[src/rtl/csd2bin_serial.sv]
// csd2bin_serial: serial canonic-signed-digit to two's-complement converter.
// One CSD digit is consumed per clock, least significant digit first, and the
// result plus error/non-canonical flags are presented with a valid/ready
// handshake once every digit of the word has been folded in.
module csd2bin_serial #(
  parameter int W     = 8,
  parameter int LOG2W = 3
) (
  input  logic           clk,
  input  logic           srst_n,
  input  logic           in_valid,
  output logic           in_ready,
  input  logic [2*W-1:0] in_csd,
  output logic           out_valid,
  input  logic           out_ready,
  output logic [W-1:0]   out_bin,
  output logic           out_err,
  output logic           out_noncanon
);

  typedef enum logic [1:0] {
    IDLE,
    CONV,
    DONE
  } state_t;

  state_t r_state;
  state_t w_nextState;

  logic [2*W-1:0]   r_shift;
  logic [W-1:0]     r_acc;
  logic             r_err;
  logic             r_noncanon;
  logic [LOG2W-1:0] r_cnt;
  logic [1:0]       r_prevDigit;
  logic [W-1:0]     r_outBin;
  logic             r_outErr;
  logic             r_outNoncanon;

  logic [1:0]   w_digit;
  logic         w_digitNonzero;
  logic         w_prevNonzero;
  logic [W-1:0] w_weight;
  logic         w_lastDigit;
  logic [W-1:0] w_accNext;
  logic         w_errNext;
  logic         w_noncanonNext;

  // The digit under conversion always sits in the bottom two bits of the shift register.
  assign w_digit        = r_shift[1:0];
  assign w_digitNonzero = (w_digit == 2'b01) || (w_digit == 2'b11);
  assign w_prevNonzero  = (r_prevDigit == 2'b01) || (r_prevDigit == 2'b11);
  assign w_weight       = W'(1) << r_cnt;
  assign w_lastDigit    = (r_cnt == LOG2W'(W - 1));

  assign out_bin      = r_outBin;
  assign out_err      = r_outErr;
  assign out_noncanon = r_outNoncanon;

  // Fold the current digit into the accumulator and update the sticky flags.
  // The illegal code 10 adds nothing and counts as a zero digit for adjacency.
  always_comb begin
    w_accNext      = r_acc;
    w_errNext      = r_err;
    w_noncanonNext = r_noncanon;
    case (w_digit)
      2'b01:   w_accNext = r_acc + w_weight;
      2'b11:   w_accNext = r_acc - w_weight;
      2'b10:   w_errNext = 1'b1;
      default: w_accNext = r_acc;
    endcase
    if (w_digitNonzero && w_prevNonzero) begin
      w_noncanonNext = 1'b1;
    end
  end

  // State register.
  always_ff @(posedge clk) begin
    if (!srst_n) begin
      r_state <= IDLE;
    end else begin
      r_state <= w_nextState;
    end
  end

  // Next-state logic and handshake outputs, decoded purely from the state.
  always_comb begin
    w_nextState = r_state;
    in_ready    = 1'b0;
    out_valid   = 1'b0;
    case (r_state)
      IDLE: begin
        in_ready = 1'b1;
        if (in_valid) begin
          w_nextState = CONV;
        end
      end
      CONV: begin
        if (w_lastDigit) begin
          w_nextState = DONE;
        end
      end
      DONE: begin
        out_valid = 1'b1;
        if (out_ready) begin
          w_nextState = IDLE;
        end
      end
      default: w_nextState = IDLE;
    endcase
  end

  // Datapath: capture a word in IDLE, convert one digit per cycle in CONV, and
  // publish the final result on the last digit so it already includes that digit.
  always_ff @(posedge clk) begin
    if (!srst_n) begin
      r_shift       <= '0;
      r_acc         <= '0;
      r_err         <= 1'b0;
      r_noncanon    <= 1'b0;
      r_cnt         <= '0;
      r_prevDigit   <= 2'b00;
      r_outBin      <= '0;
      r_outErr      <= 1'b0;
      r_outNoncanon <= 1'b0;
    end else begin
      case (r_state)
        IDLE: begin
          if (in_valid) begin
            r_shift     <= in_csd;
            r_acc       <= '0;
            r_err       <= 1'b0;
            r_noncanon  <= 1'b0;
            r_cnt       <= '0;
            r_prevDigit <= 2'b00;
          end
        end
        CONV: begin
          r_shift     <= r_shift >> 2;
          r_acc       <= w_accNext;
          r_err       <= w_errNext;
          r_noncanon  <= w_noncanonNext;
          r_prevDigit <= w_digit;
          if (w_lastDigit) begin
            r_outBin      <= w_accNext;
            r_outErr      <= w_errNext;
            r_outNoncanon <= w_noncanonNext;
          end else begin
            r_cnt <= r_cnt + LOG2W'(1);
          end
        end
        default: begin
        end
      endcase
    end
  end

endmodule

[config.mk]
export PLATFORM = sky130hd
export DESIGN_NAME = csd2bin_serial
export DESIGN_NICKNAME = d
export VERILOG_FILES = /design/src/rtl/csd2bin_serial.sv
export SDC_FILE = /design/constraint.sdc
export NUM_CORES = 1
export LEC_CHECK = 0
export BUFFER_PORTS_ARGS = -buffer_cell sky130_fd_sc_hd__buf_2
export CORE_ASPECT_RATIO = 1.1
export CORE_MARGIN = 4
export CORE_UTILIZATION = 50
export DETAILED_ROUTE_END_ITERATION = 6
export PLACE_DENSITY = 0.69
export SLEW_MARGIN = 30
export SYNTH_ARGS = -nofsm -noshare
export SYNTH_HDL_FRONTEND = slang
export SYNTH_SLANG_ARGS = --single-unit
[constraint.sdc]
create_clock -name clk -period 3.9 [get_ports clk]
set_clock_uncertainty 0.1 [all_clocks]
set_input_delay 0.195 -clock clk [delete_from_list [all_inputs] [get_ports clk]]
set_output_delay 0.195 -clock clk [all_outputs]
set_load 0.02 [all_outputs]
Yosys cells after proc, flatten, opt, wreduce, memory -nomap -nowiden --
Cells that the tools add are included.
Storage, ports and cells: flip-flop bits (word level) 43, input bits 20, output and inout port bits 12
Cells by class: $add $sub $neg 3, eq/ne operators 12, shift operators 1, multiplexer cells 21, reduce and logical (&&, ||, !) cells 9
Operators by type and width (count):
- one-hot mux 16 bit (2 select lines) | 1
- one-hot mux 8 bit (2 select lines) | 2
- 2-to-1 mux 16 bit | 1
- adder 8 bit | 1
- == test 2 bit, second input constant | 4
- 2-to-1 mux 2 bit | 4
- 2-to-1 mux 8 bit | 1
- != test 2 bit, second input constant | 4
- << shifter 1 x 3 -> 8 bit, first input constant | 1
- subtractor 8 bit | 1
- == test 2 x 1 -> 1 bit, second input constant | 3
- 2-to-1 mux 3 bit | 2
- one-hot mux 2 bit (3 select lines) | 1
- one-hot mux 3 bit (2 select lines) | 1
- AND reduction 3 bit | 2
- 2-to-1 mux 1 bit | 5
- one-hot mux 1 bit (2 select lines) | 2
- one-hot mux 2 bit (2 select lines) | 1
- AND reduction 2 bit | 2
- adder 3 x 1 -> 3 bit, second input constant | 1
- == test 3 bit, second input constant | 1
- logical NOT 2 bit | 1
- logical OR 1 bit | 2
- nonzero test 2 bit | 1
- logical AND 1 bit | 1

Logic depth before layout (Yosys ltp) --
Gate-level depths: netlist (run 1).
depth after elaboration 5, depth in mapped cells 14, mapped depth without buffers 13

Worst setup path before layout (run 1) --
OpenSTA, ideal clock, no wires.
path kind register -> register, start register r_cnt[2], end register r_acc[7], library setup time 0.141 ns, arrival 3.105 ns, slack 0.554 ns, stages on the path, launching flop included 15, buffers on the path 1, period minus slack after synthesis 3.346 ns, path through dfxtp_1 clkbuf_1 inv_1 ha_1 or3_1 a21oi_1 a21oi_1 o21ai_0 ha_1 a21o_1 a21o_1 a221oi_4 nor3b_1 a2111oi_1 o311ai_1
On the way: cells in the longest elaborated chain, start to end 4, elaborated cells between the ends (all ways) 5, those cells by class add/sub (2); shift (1); mux (2)
RTL lines:
- start, declared | RTL line 34 | logic [LOG2W-1:0] r_cnt;
- start signal, assigned | RTL line 149 | r_cnt <= r_cnt + LOG2W'(1);
- << shifter 1 x 3 -> 8 bit * | RTL line 53 | assign w_weight = W'(1) << r_cnt;
- subtractor 8 bit or adder 8 bit (tied branches) | RTL line 68, 67
- one-hot mux 8 bit (2 select lines) * | RTL line 66 | case (w_digit)
- one-hot mux 8 bit (2 select lines) * | RTL line 127 | case (r_state)
- end signal, assigned | RTL line 140 | r_acc <= w_accNext;
- end, declared | RTL line 31 | logic [W-1:0] r_acc;
Mark *: on every way between the ends. The rest lies on a longest branch, timed or not. A chain may end at the register's enable or synchronous reset.

Worst setup path in the final report (run 1) --
Ends and elaborated chain as after synthesis.

==> results of run 1 <==
## cell families after synthesis
| kind of cell | Yosys count | share of synthesized area, % |
|---|---|---|
| AOI/OAI and AO/OA | 84 | 24.4 |
| adders and majority gates | 15 | 7.98 |
| muxes | 2 | 0.869 |
| DFF | 42 | 34.4 |
| xor gates and xnor gates | 7 | 2.81 |
| and+or+nand+nor | 123 | 24.5 |
| buffers and inverters | 32 | 5.06 |
## path summary, 6_finish.rpt
check                           cells past startpoint                  endpoint  slack [ns]                    start
worst max-delay path                               13     r_acc[7]$_SDFFE_PN0P_        0.40    r_cnt[2]$_SDFFE_PN0P_
worst min-delay path                                3  r_shift[14]$_SDFFE_PN0P_        0.03               in_csd[14]
worst max register to register                     13     r_acc[7]$_SDFFE_PN0P_        0.40    r_cnt[2]$_SDFFE_PN0P_
worst min register to register                      2   out_bin[0]$_SDFFE_PN0P_        0.36  out_bin[0]$_SDFFE_PN0P_
## cells in the mapped netlist, types with 5 or more instances
cell type | number | share of area [%]
clkbuf_1 | 19 | 2.9
nand2_1 | 47 | 7.2
and2_1 | 6 | 1.5
inv_1 | 8 | 1.2
nor2_1 | 13 | 2.0
nand2b_1 | 5 | 1.3
ha_1 | 14 | 7.2
nor2b_1 | 14 | 3.6
dfxtp_1 | 42 | 34
nand3_1 | 23 | 4.7
o211a_1 | 17 | 7.0
o21ai_0 | 21 | 4.3
a21oi_1 | 20 | 4.1
## registers in the layout, summed over array words and instances, names as in the netlist
signal	flops
r_state	2
out_noncanon	1
r_shift	16
r_prevDigit	1
r_acc	8
r_err	1
out_err	1
r_cnt	3
out_bin	8
r_noncanon	1
## power by group through the flow
stage               Sequential (W)  Clock, W  Combinational (W)
global placement          0.000468         0           0.000146
global route              0.000460  0.000372           0.000170
floorplan                 0.000464         0           0.000117
detailed placement        0.000468         0           0.000149
CTS                       0.000458  0.000355           0.000150
finish                    0.000458  0.000346           0.000149
## worst register-to-register path, cell delays in order, from the launching register on
cell and delay [ns]:
dfxtp_1 0.55, inv_1 0.15, ha_1 0.27, or3_1 0.35, a21oi_1 0.15, a21oi_1 0.05, o21ai_0 0.09, ha_1 0.31
a21o_1 0.20, a21o_1 0.20, a221oi_4 0.37, nor3b_1 0.10, a2111oi_1 0.36, o311ai_1 0.15
## cell type report
cell class | count | area, um2
clock buffers | 6 | 72.6
clock inverters | 2 | 37.5
fillers | 468 | 1970
inverters | 9 | 33.8
multi-input cells | 231 | 1480
flip-flops and latches | 42 | 841
well taps | 56 | 70.1
repair buffers | 34 | 178
## routing by layer
metal / up-vias / wire length, um
met1: 960 / 2470
met4: 0 / 128
met2: 37 / 2390
met5: - / 0
li1: 1104 / -
met3: 13 / 206
## placed cells by master, fill, tap and decap left out, types with 2 or more instances in the layout
master,n
nand2_1,47
dfxtp_1,42
buf_2,31
nand3_1,23
o21ai_0,21
a21oi_1,20
o211a_1,17
nor2b_1,14
ha_1,14
nor2_1,13
inv_1,8
and2_1,6
nand2b_1,5
clkbuf_8,5
xor2_1,4
o211ai_1,4
nor3_1,4
a21boi_0,4
or3_1,3
nor3b_1,3
buf_4,3
o31a_1,2
a31oi_1,2
xnor2_1,2
a21o_1,2
o21a_1,2
and3_2,2
a211oi_1,2
## metrics by stage
| stage | hold WS (ns) | util, % | setup WS (ns) | instances |
|---|---|---|---|---|
| 2_1_floorplan | 0.229 | - | 0.554 | 305 |
| 3_3_place_gp | 0.344 | 55.6 | 0.500 | 372 |
| 3_5_place_dp | 0.346 | 55.6 | 0.436 | 372 |
| 4_1_cts | 0.0249 | 58.0 | 0.401 | 380 |
| 5_1_grt | 0.0315 | 58.0 | 0.0332 | 380 |
| 6_report | 0.0280 | 58.0 | 0.396 | 380 |
==> flow_metrics.tcl, run 1 <==
set metrics [dict create \
    cts_tree "done" \
    hold_buffers 0 \
    p_sw_share_pct 26.7 \
    yosysWarnings 0 \
    grt_usage_pct 18.8 \
    grt_pass1_vias 1961 \
    synthesis.instances 305 \
    crit_chain "inv_1 -> ha_1 -> or3_1 -> a21oi_1 -> a21oi_1 -> o21ai_0 -> ha_1 -> a21o_1 -> a21o_1 -> a221oi_4 -> nor3b_1 -> a2111oi_1 -> o311ai_1" \
    slew_violations 0 \
    power_density_nw_per_um2 351 \
    io_buffers 31 \
    cts_buffers 5 \
    critPathRequiredTime_ns 3.97 \
    crit_type "reg2reg" \
    areaGrowthSynthToFinish_pct 10.9 \
    final_area_um2 2720 \
    grt_overflow 0 \
    die_area_um2 6080 \
    cts_root_buf "clkbuf_8" \
    crit_slowest_cell "dfxtp_1" \
    antenna_found_initial 0 \
    pwr-share-comb_pct 15.7 \
    rsz0062_at_grt "false" \
    core-area_um2 4680 \
    pin_count 32 \
    worstMarginPinSlew_ns 0.852 \
    path_clk_slew_ns 0.08 \
    setup_viol 0 \
    total_power_w 0.000953 \
    h-tree-depth 2 \
    yosysSeqAreaShare_pct 34.4 \
    p_switching_w 0.000254 \
    synthesis.area_um2 2450 \
    initial_core_util_pct 52.2 \
    routabilityCongestion 0.776 \
    dp_hpwl_mm 3.57 \
    final.min_clock_period_ns 3.50 \
    wl_per_cell_um 13.7 \
    nNetsFinal 358 \
    drt-initial-drc-count 92 \
    n_antenna_cell 0 \
    grt_max_degree 45 \
    drc 0 \
    final.setup.tns_ns 0 \
    die_w_um 74.7 \
    max_slew_margin_pct 43.2 \
    wirelength_mm 5.20 \
    cts-resized-gates 0 \
    max_stage_delay_ns 0.55 \
    clock-sinks 42 \
    max_cap_violations 0 \
    syn_avg_cell_area_um2 8.02 \
    clock_path_buffers 2 \
    routed_via_density 5.56 \
    synth-seq-cells 42 \
    grt_use_met3_pct 3.96 \
    first_pass_iters 4 \
    ir_drop_mv 0.201 \
    crit_family "compound AO/OA/AOI/OAI gates" \
    postRouteAntennaNets 0 \
    drive_gt1_share_pct 15.1 \
    cts_setup_buffers 0 \
    path_buf_inv 1 \
    fin_crit_sh_pct 89.8 \
    clkPwrFrac_pct 36.3 \
    crit_path_end_kind "register" \
    synth_nets 340 \
    grt_use_met2_pct 30.0 \
    start_kind "register" \
    fp.dieH_um 81.4 \
    yosys.cell_types.count 44 \
    min_path_type "in2reg" \
    synthFlopType "dfxtp_1" \
    leakage_nw 1.30 \
    worstPathArrival_ns 3.57 \
    status "complete, no violations" \
    path_max_fanout 12 \
    route.vias.total 2114 \
    grt_pass1_wl_mm 8.96 \
    hold_viol 0 \
    busiest_layer "met2" \
    rows 26 \
    placed_cell_area_um2 2610 \
    met1_usage_pct 24.7 \
    max_freq_ghz 0.285 \
    synth-edff-count 0 \
    internal_power_w 0.000699 \
    async_flop_share_pct 0 \
    seq_power_share_pct 48.0 \
    clock_latency_ns 0.29 \
]
(Power assumes the default switching activity.)
==> run 2, diff against run 1 <==
- ABC_AREA: not set -> 1
- CTS_BUF_LIST: not set -> sky130_fd_sc_hd__clkbuf_8
- SKIP_LAST_GASP: not set -> 1
==> flow_metrics.tcl, run 2 <==
set metrics [dict create \
    core-area_um2 4620 \
    met1_usage_pct 21.7 \
    slew_violations 0 \
    postRouteAntennaNets 0 \
    power_density_nw_per_um2 380 \
    hold_buffers 0 \
    clkPwrFrac_pct 26.8 \
    placed_cell_area_um2 2520 \
    largest_reg_flops 16 \
    crit_path_end_kind "register" \
    cts_tree "done" \
    grt_pass1_wl_mm 8.38 \
    top_register "r_shift" \
    seq_power_share_pct 47.5 \
    worstRegToRegCells 19 \
    syn_avg_cell_area_um2 6.95 \
    setup_viol 0 \
    synth-seq-cells 42 \
    path_clk_slew_ns 0.08 \
    n_antenna_cell 0 \
    dp_hpwl_mm 3.49 \
    layout_common_cells "nand2_1 (76), nor2_1 (44), dfxtp_1 (42), a21oi_1 (36), buf_2 (31)" \
    crit_slowest_cell "ha_1" \
    synth_compound_area_share_pct 19.1 \
    fp.dieH_um 80.2 \
    drive_gt1_share_pct 16.3 \
    worstMarginPinSlew_ns 0.729 \
    rr_endpoint "out_bin[6]$_SDFFE_PN0P_" \
    synth_nets 376 \
    synth-xor-area-share_pct 1.85 \
    pwr-share-comb_pct 25.7 \
    antenna_found_initial 0 \
    grt_usage_pct 17.6 \
    yosys.cell_types.count 33 \
    synth-edff-count 0 \
    grt_use_met3_pct 3.38 \
    rows 26 \
    crit_top_cell "nand2_1" \
    netlist.area_leader.share_pct 35.5 \
    grt_use_met2_pct 30.9 \
    clock_path_buffers 2 \
    pin_count 32 \
    cts_buffers 5 \
    final_core_util_pct 56.3 \
    leakage_nw 1.23 \
    routed_via_density 5.05 \
    synthMostInstantiatedCell "nand2_1" \
    path_max_fanout 6 \
    synthesis.instances 341 \
    start_kind "register" \
    crit_start "r_cnt[0]$_SDFFE_PN0P_" \
    cts_setup_buffers 0 \
    hold_viol 0 \
    rrSetupSlack_ns 1.05 \
    mostFrequentLayoutCell "nand2_1" \
    final.min_clock_period_ns 2.85 \
    initial_core_util_pct 51.3 \
    muxShareOfSynthArea_pct 0 \
    worstPathArrival_ns 2.95 \
    synthAdderAreaFrac_pct 8.24 \
    internal_power_w 0.000667 \
    max_slew_margin_pct 51.4 \
    fin_crit_sh_pct 73.1 \
    synth_top_family_by_area "simple AND/OR/NAND/NOR gates" \
    synthFlopType "dfxtp_1" \
    cts_root_buf "clkbuf_8" \
    max_freq_ghz 0.351 \
    synth_top_area_cell "dfxtp_1" \
    nNetsFinal 402 \
    grt_overflow 0 \
    clock-sinks 42 \
    routabilityCongestion 0.819 \
    whs_path_depth 3 \
    p_switching_w 0.000321 \
    p_sw_share_pct 32.5 \
    first_pass_iters 4 \
    crit_type "reg2reg" \
    final.setup.tns_ns 0 \
    max_stage_delay_ns 0.38 \
    wl_per_cell_um 11.3 \
    total_power_w 0.000988 \
    yosysSeqAreaShare_pct 35.5 \
    grt_pass1_vias 1985 \
    yosysWarnings 0 \
    io_buffers 31 \
    r2r-start "r_cnt[0]$_SDFFE_PN0P_" \
    ir_drop_mv 0.203 \
    min_path_type "in2reg" \
    synth_common_cells "nand2_1 (76), nor2_1 (45), dfxtp_1 (42)" \
    synthTopCellsByArea "dfxtp_1 (35%), nand2_1 (12%), a21oi_1 (7.6%)" \
    grt_max_degree 34 \
    route.vias.total 2135 \
    clock_latency_ns 0.29 \
    dp_cells 416 \
    drt-initial-drc-count 77 \
    rsz0062_at_grt "false" \
    h-tree-depth 2 \
    cts-resized-gates 0 \
    die_area_um2 5910 \
    final_cells 423 \
    drc 0 \
    async_flop_share_pct 0 \
    wirelength_mm 4.78 \
    die_w_um 73.6 \
    critPathRequiredTime_ns 4.00 \
    synthesis.area_um2 2370 \
    status "complete, no violations" \
    crit_chain "inv_1 -> ha_1 -> inv_1 -> nor2_2 -> nor2_4 -> xor2_1 -> nand2_1 -> o21ai_0 -> ha_1 -> nand3_1 -> nand2_1 -> nand2_1 -> a21oi_1 -> nor2_1 -> nand2_1 -> nand3_1 -> nand2_1 -> a21o_1 -> inv_1" \
    hold_start "in_csd[15]" \
    min_to "r_shift[15]$_SDFFE_PN0P_" \
    final_area_um2 2600 \
    max_cap_violations 0 \
    synth-simple-area-share_pct 25.8 \
    busiest_layer "met2" \
    areaGrowthSynthToFinish_pct 9.77 \
]
==> run 2: cells by family (layout without fill, tap and decap cells) <==
family,after synthesis,in the layout
xor gates and xnor gates,5,5
adders and majority gates,15,15
buffers and inverters,50,76
AOI/OAI and AO/OA,82,82
DFF,42,42
and+or+nand+nor,147,147
==> run 2: how the worst max path moves through the flow <==
stage                                    to  cells past startpoint
floorplan           out_bin[7]$_SDFFE_PN0P_                     18
global placement    out_bin[6]$_SDFFE_PN0P_                     19
detailed placement  out_bin[6]$_SDFFE_PN0P_                     19
CTS                 out_bin[6]$_SDFFE_PN0P_                     19
global route          r_acc[7]$_SDFFE_PN0P_                     19
finish              out_bin[6]$_SDFFE_PN0P_                     19
==> run 2: layer usage <==
layer	vias to the layer above	routed length, um
li1	1151	-
met1	949	2280
met2	30	2290
met3	5	166
met4	0	42
met5	-	0
==> run 2: cell type report <==
cell class                      count  area, um2
Fill cell                         486       2020
Multi-Input combinational cell    249       1310
Sequential cell                    42        841
Timing Repair Buffer               33        170
Inverter                           36        135
Tap cell                           56       70.1
Clock buffer                        5       68.8
Clock inverter                      2       11.3
==> run 2: critical path: cells and delay by family (launching register included) <==
kind,cells,cell delay [ns]
buffers and inverters,3,0.22
AND/OR/NAND/NOR,10,0.97
adder cells (fa/ha/maj),2,0.59
XOR/XNOR,1,0.15
AO/OA/AOI/OAI,3,0.41
flip-flops,1,0.33
==> run 2: power by group through the flow <==
stage	registers [W]	logic, W	clock network, W
floorplan	0.000474	0.000212	0
global placement	0.000479	0.000253	0
detailed placement	0.000479	0.000256	0
CTS	0.000469	0.000257	0.000276
global route	0.000472	0.000297	0.000292
finish	0.000469	0.000254	0.000265
==> run 2: metrics by stage <==
step	setup WS [ns]	hold WS, ns
4_1_cts	1.05	0.0445
2_1_floorplan	1.36	0.242
3_5_place_dp	1.05	0.350
3_3_place_gp	1.07	0.351
5_1_grt	0.712	0.0502
6_report	1.05	0.0552
==> run 3, diff against run 2 <==
- clock period: 3.9 -> 2.8 ns (I/O delays scaled with it)
==> flow_metrics.tcl, run 3 (synthesized netlist as in run 2, its figures left out) <==
set metrics [dict create \
    status "complete, no violations" \
    pwr-share-comb_pct 27.4 \
    slew_violations 0 \
    grt_usage_pct 19.3 \
    p_switching_w 0.000496 \
    seq_power_share_pct 41.1 \
    grt_pass1_vias 2049 \
    areaGrowthSynthToFinish_pct 20.4 \
    rsz0062_at_grt "true" \
    clkPwrFrac_pct 31.4 \
    nNetsFinal 407 \
    clock-sinks 42 \
    drc 0 \
    final.min_clock_period_ns 2.62 \
    core-area_um2 4620 \
    wirelength_mm 5.30 \
    antenna_found_initial 0 \
    final.setup.tns_ns 0 \
    max_freq_ghz 0.381 \
    mostFrequentLayoutCell "nand2_1" \
    fp.dieH_um 80.2 \
    die_w_um 73.6 \
    path_clk_slew_ns 0.08 \
    crit_type "reg2reg" \
    cts_tree "done" \
    largest_reg_flops 16 \
    pin_count 32 \
    min_path_type "in2reg" \
    grt_overflow 0 \
    clock_path_buffers 2 \
    internal_power_w 0.00109 \
    routed_via_density 5.16 \
    worstPathArrival_ns 2.75 \
    placed_cell_area_um2 2550 \
    clock_latency_ns 0.30 \
    initial_core_util_pct 51.3 \
    final_core_util_pct 61.8 \
    wl_per_cell_um 12.4 \
    start_kind "register" \
    routabilityCongestion 0.862 \
    rows 26 \
    cts_root_buf "clkbuf_8" \
    final_area_um2 2850 \
    die_area_um2 5910 \
    n_antenna_cell 0 \
    cts_buffers 5 \
    max_slew_margin_pct 50.7 \
    leakage_nw 1.28 \
    dp_hpwl_mm 3.77 \
    drive_gt1_share_pct 23.7 \
    grt_max_degree 32 \
    power_density_nw_per_um2 556 \
    route.vias.total 2209 \
    path_max_fanout 4 \
    h-tree-depth 2 \
    p_sw_share_pct 31.3 \
    postRouteAntennaNets 0 \
    drt-initial-drc-count 78 \
    max_cap_violations 0 \
    first_pass_iters 4 \
    grt_pass1_wl_mm 8.89 \
    critPathRequiredTime_ns 2.92 \
    layout_common_cells "nand2_1 (74), nor2_1 (44), dfxtp_1 (40), a21oi_1 (33), buf_2 (31)" \
    fin_crit_sh_pct 93.7 \
    io_buffers 31 \
    ir_drop_mv 0.335 \
    setup_viol 0 \
    crit_path_end_kind "register" \
    top_register "r_shift" \
    cts_setup_buffers 0 \
    worstMarginPinSlew_ns 0.735 \
    hold_viol 0 \
]
[run 3: changes by cell type in the layout (fill, tap and decap cells not counted), sizes merged]
cell,before,now
inv,36,34
clkbuf,5,6
buf,33,36
bufinv,0,1
dlygate4sd3,0,2
clkinvlp,1,0
clkinv,1,2
[run 3: cell type report]
type	count	area, um2
fill	415	1770
multi-input combinational	249	1480
sequential	42	846
timing repair buffer	38	213
inverter	36	138
clock buffer	6	82.6
tap	56	70.1
clock inverter	1	30.0
[run 3: stage by stage]
| stage | total power [W] | hold slack, ns | setup slack, ns | cells |
|---|---|---|---|---|
| 6_report | 0.00159 | 0.00929 | 0.177 | 428 |
| 5_1_grt | 0.00169 | 0.0252 | -0.0575 | 428 |
| 4_1_cts | 0.00154 | 0.000420 | 0.0394 | 428 |
| 3_5_place_dp | 0.00103 | 0.301 | -0.00216 | 419 |
| 3_3_place_gp | 0.00103 | 0.298 | 0.0402 | 419 |
| 2_1_floorplan | 0.000955 | 0.187 | 0.260 | 341 |
[run 3: path summary, 6_finish.rpt]
kind,start,end,slack (ns),cells after the start
setup / recovery,r_cnt[0]$_SDFFE_PN0P_,r_acc[7]$_SDFFE_PN0P_,0.18,16
hold reg to reg,out_bin[0]$_SDFFE_PN0P_,out_bin[0]$_SDFFE_PN0P_,0.37,2
setup reg to reg,r_cnt[0]$_SDFFE_PN0P_,r_acc[7]$_SDFFE_PN0P_,0.18,16
hold / removal,in_csd[14],r_shift[14]$_SDFFE_PN0P_,0.009,3
[run 3: repair_timing]
item / 4_1_cts / 5_1_grt
endpoints found under the setup margin: 2 / 10
endpoints found under the hold margin: 2 / 0
resized for setup: 2 / 36
pin swaps: 0 / 11
hold buffers: 2 / 0
[run 3: routing by layer]
| layer | vias to the layer above | track usage [%] | wire (um) |
|---|---|---|---|
| li1 | 1158 | - | - |
| met1 | 993 | 22.6 | 2330 |
| met2 | 42 | 32.8 | 2610 |
| met3 | 16 | 4.38 | 206 |
| met4 | 0 | 9.06 | 153 |
| met5 | - | 0 | 0 |
[run 3: power by group through the flow]
stage	sequential [W]	clock [W]	combinational [W]
2_1_floorplan	0.000660	0	0.000295
3_3_place_gp	0.000661	0	0.000366
3_5_place_dp	0.000662	0	0.000372
4_1_cts	0.000648	0.000509	0.000380
5_1_grt	0.000657	0.000538	0.000491
6_report	0.000653	0.000499	0.000435
[run 3: critical path: stages, from the launching register on]
cell and delay, ns:
dfxtp_4 0.38, ha_4 0.18, ha_4 0.18, o41ai_4 0.38, xor2_1 0.17, inv_1 0.08
ha_4 0.28, nand2_1 0.06, nor2_1 0.10, nand2_1 0.06, nand2_1 0.09, nand3_1 0.10
nand3_1 0.09, nand2_1 0.05, nand2_1 0.08, nand2_1 0.07, a21oi_2 0.11
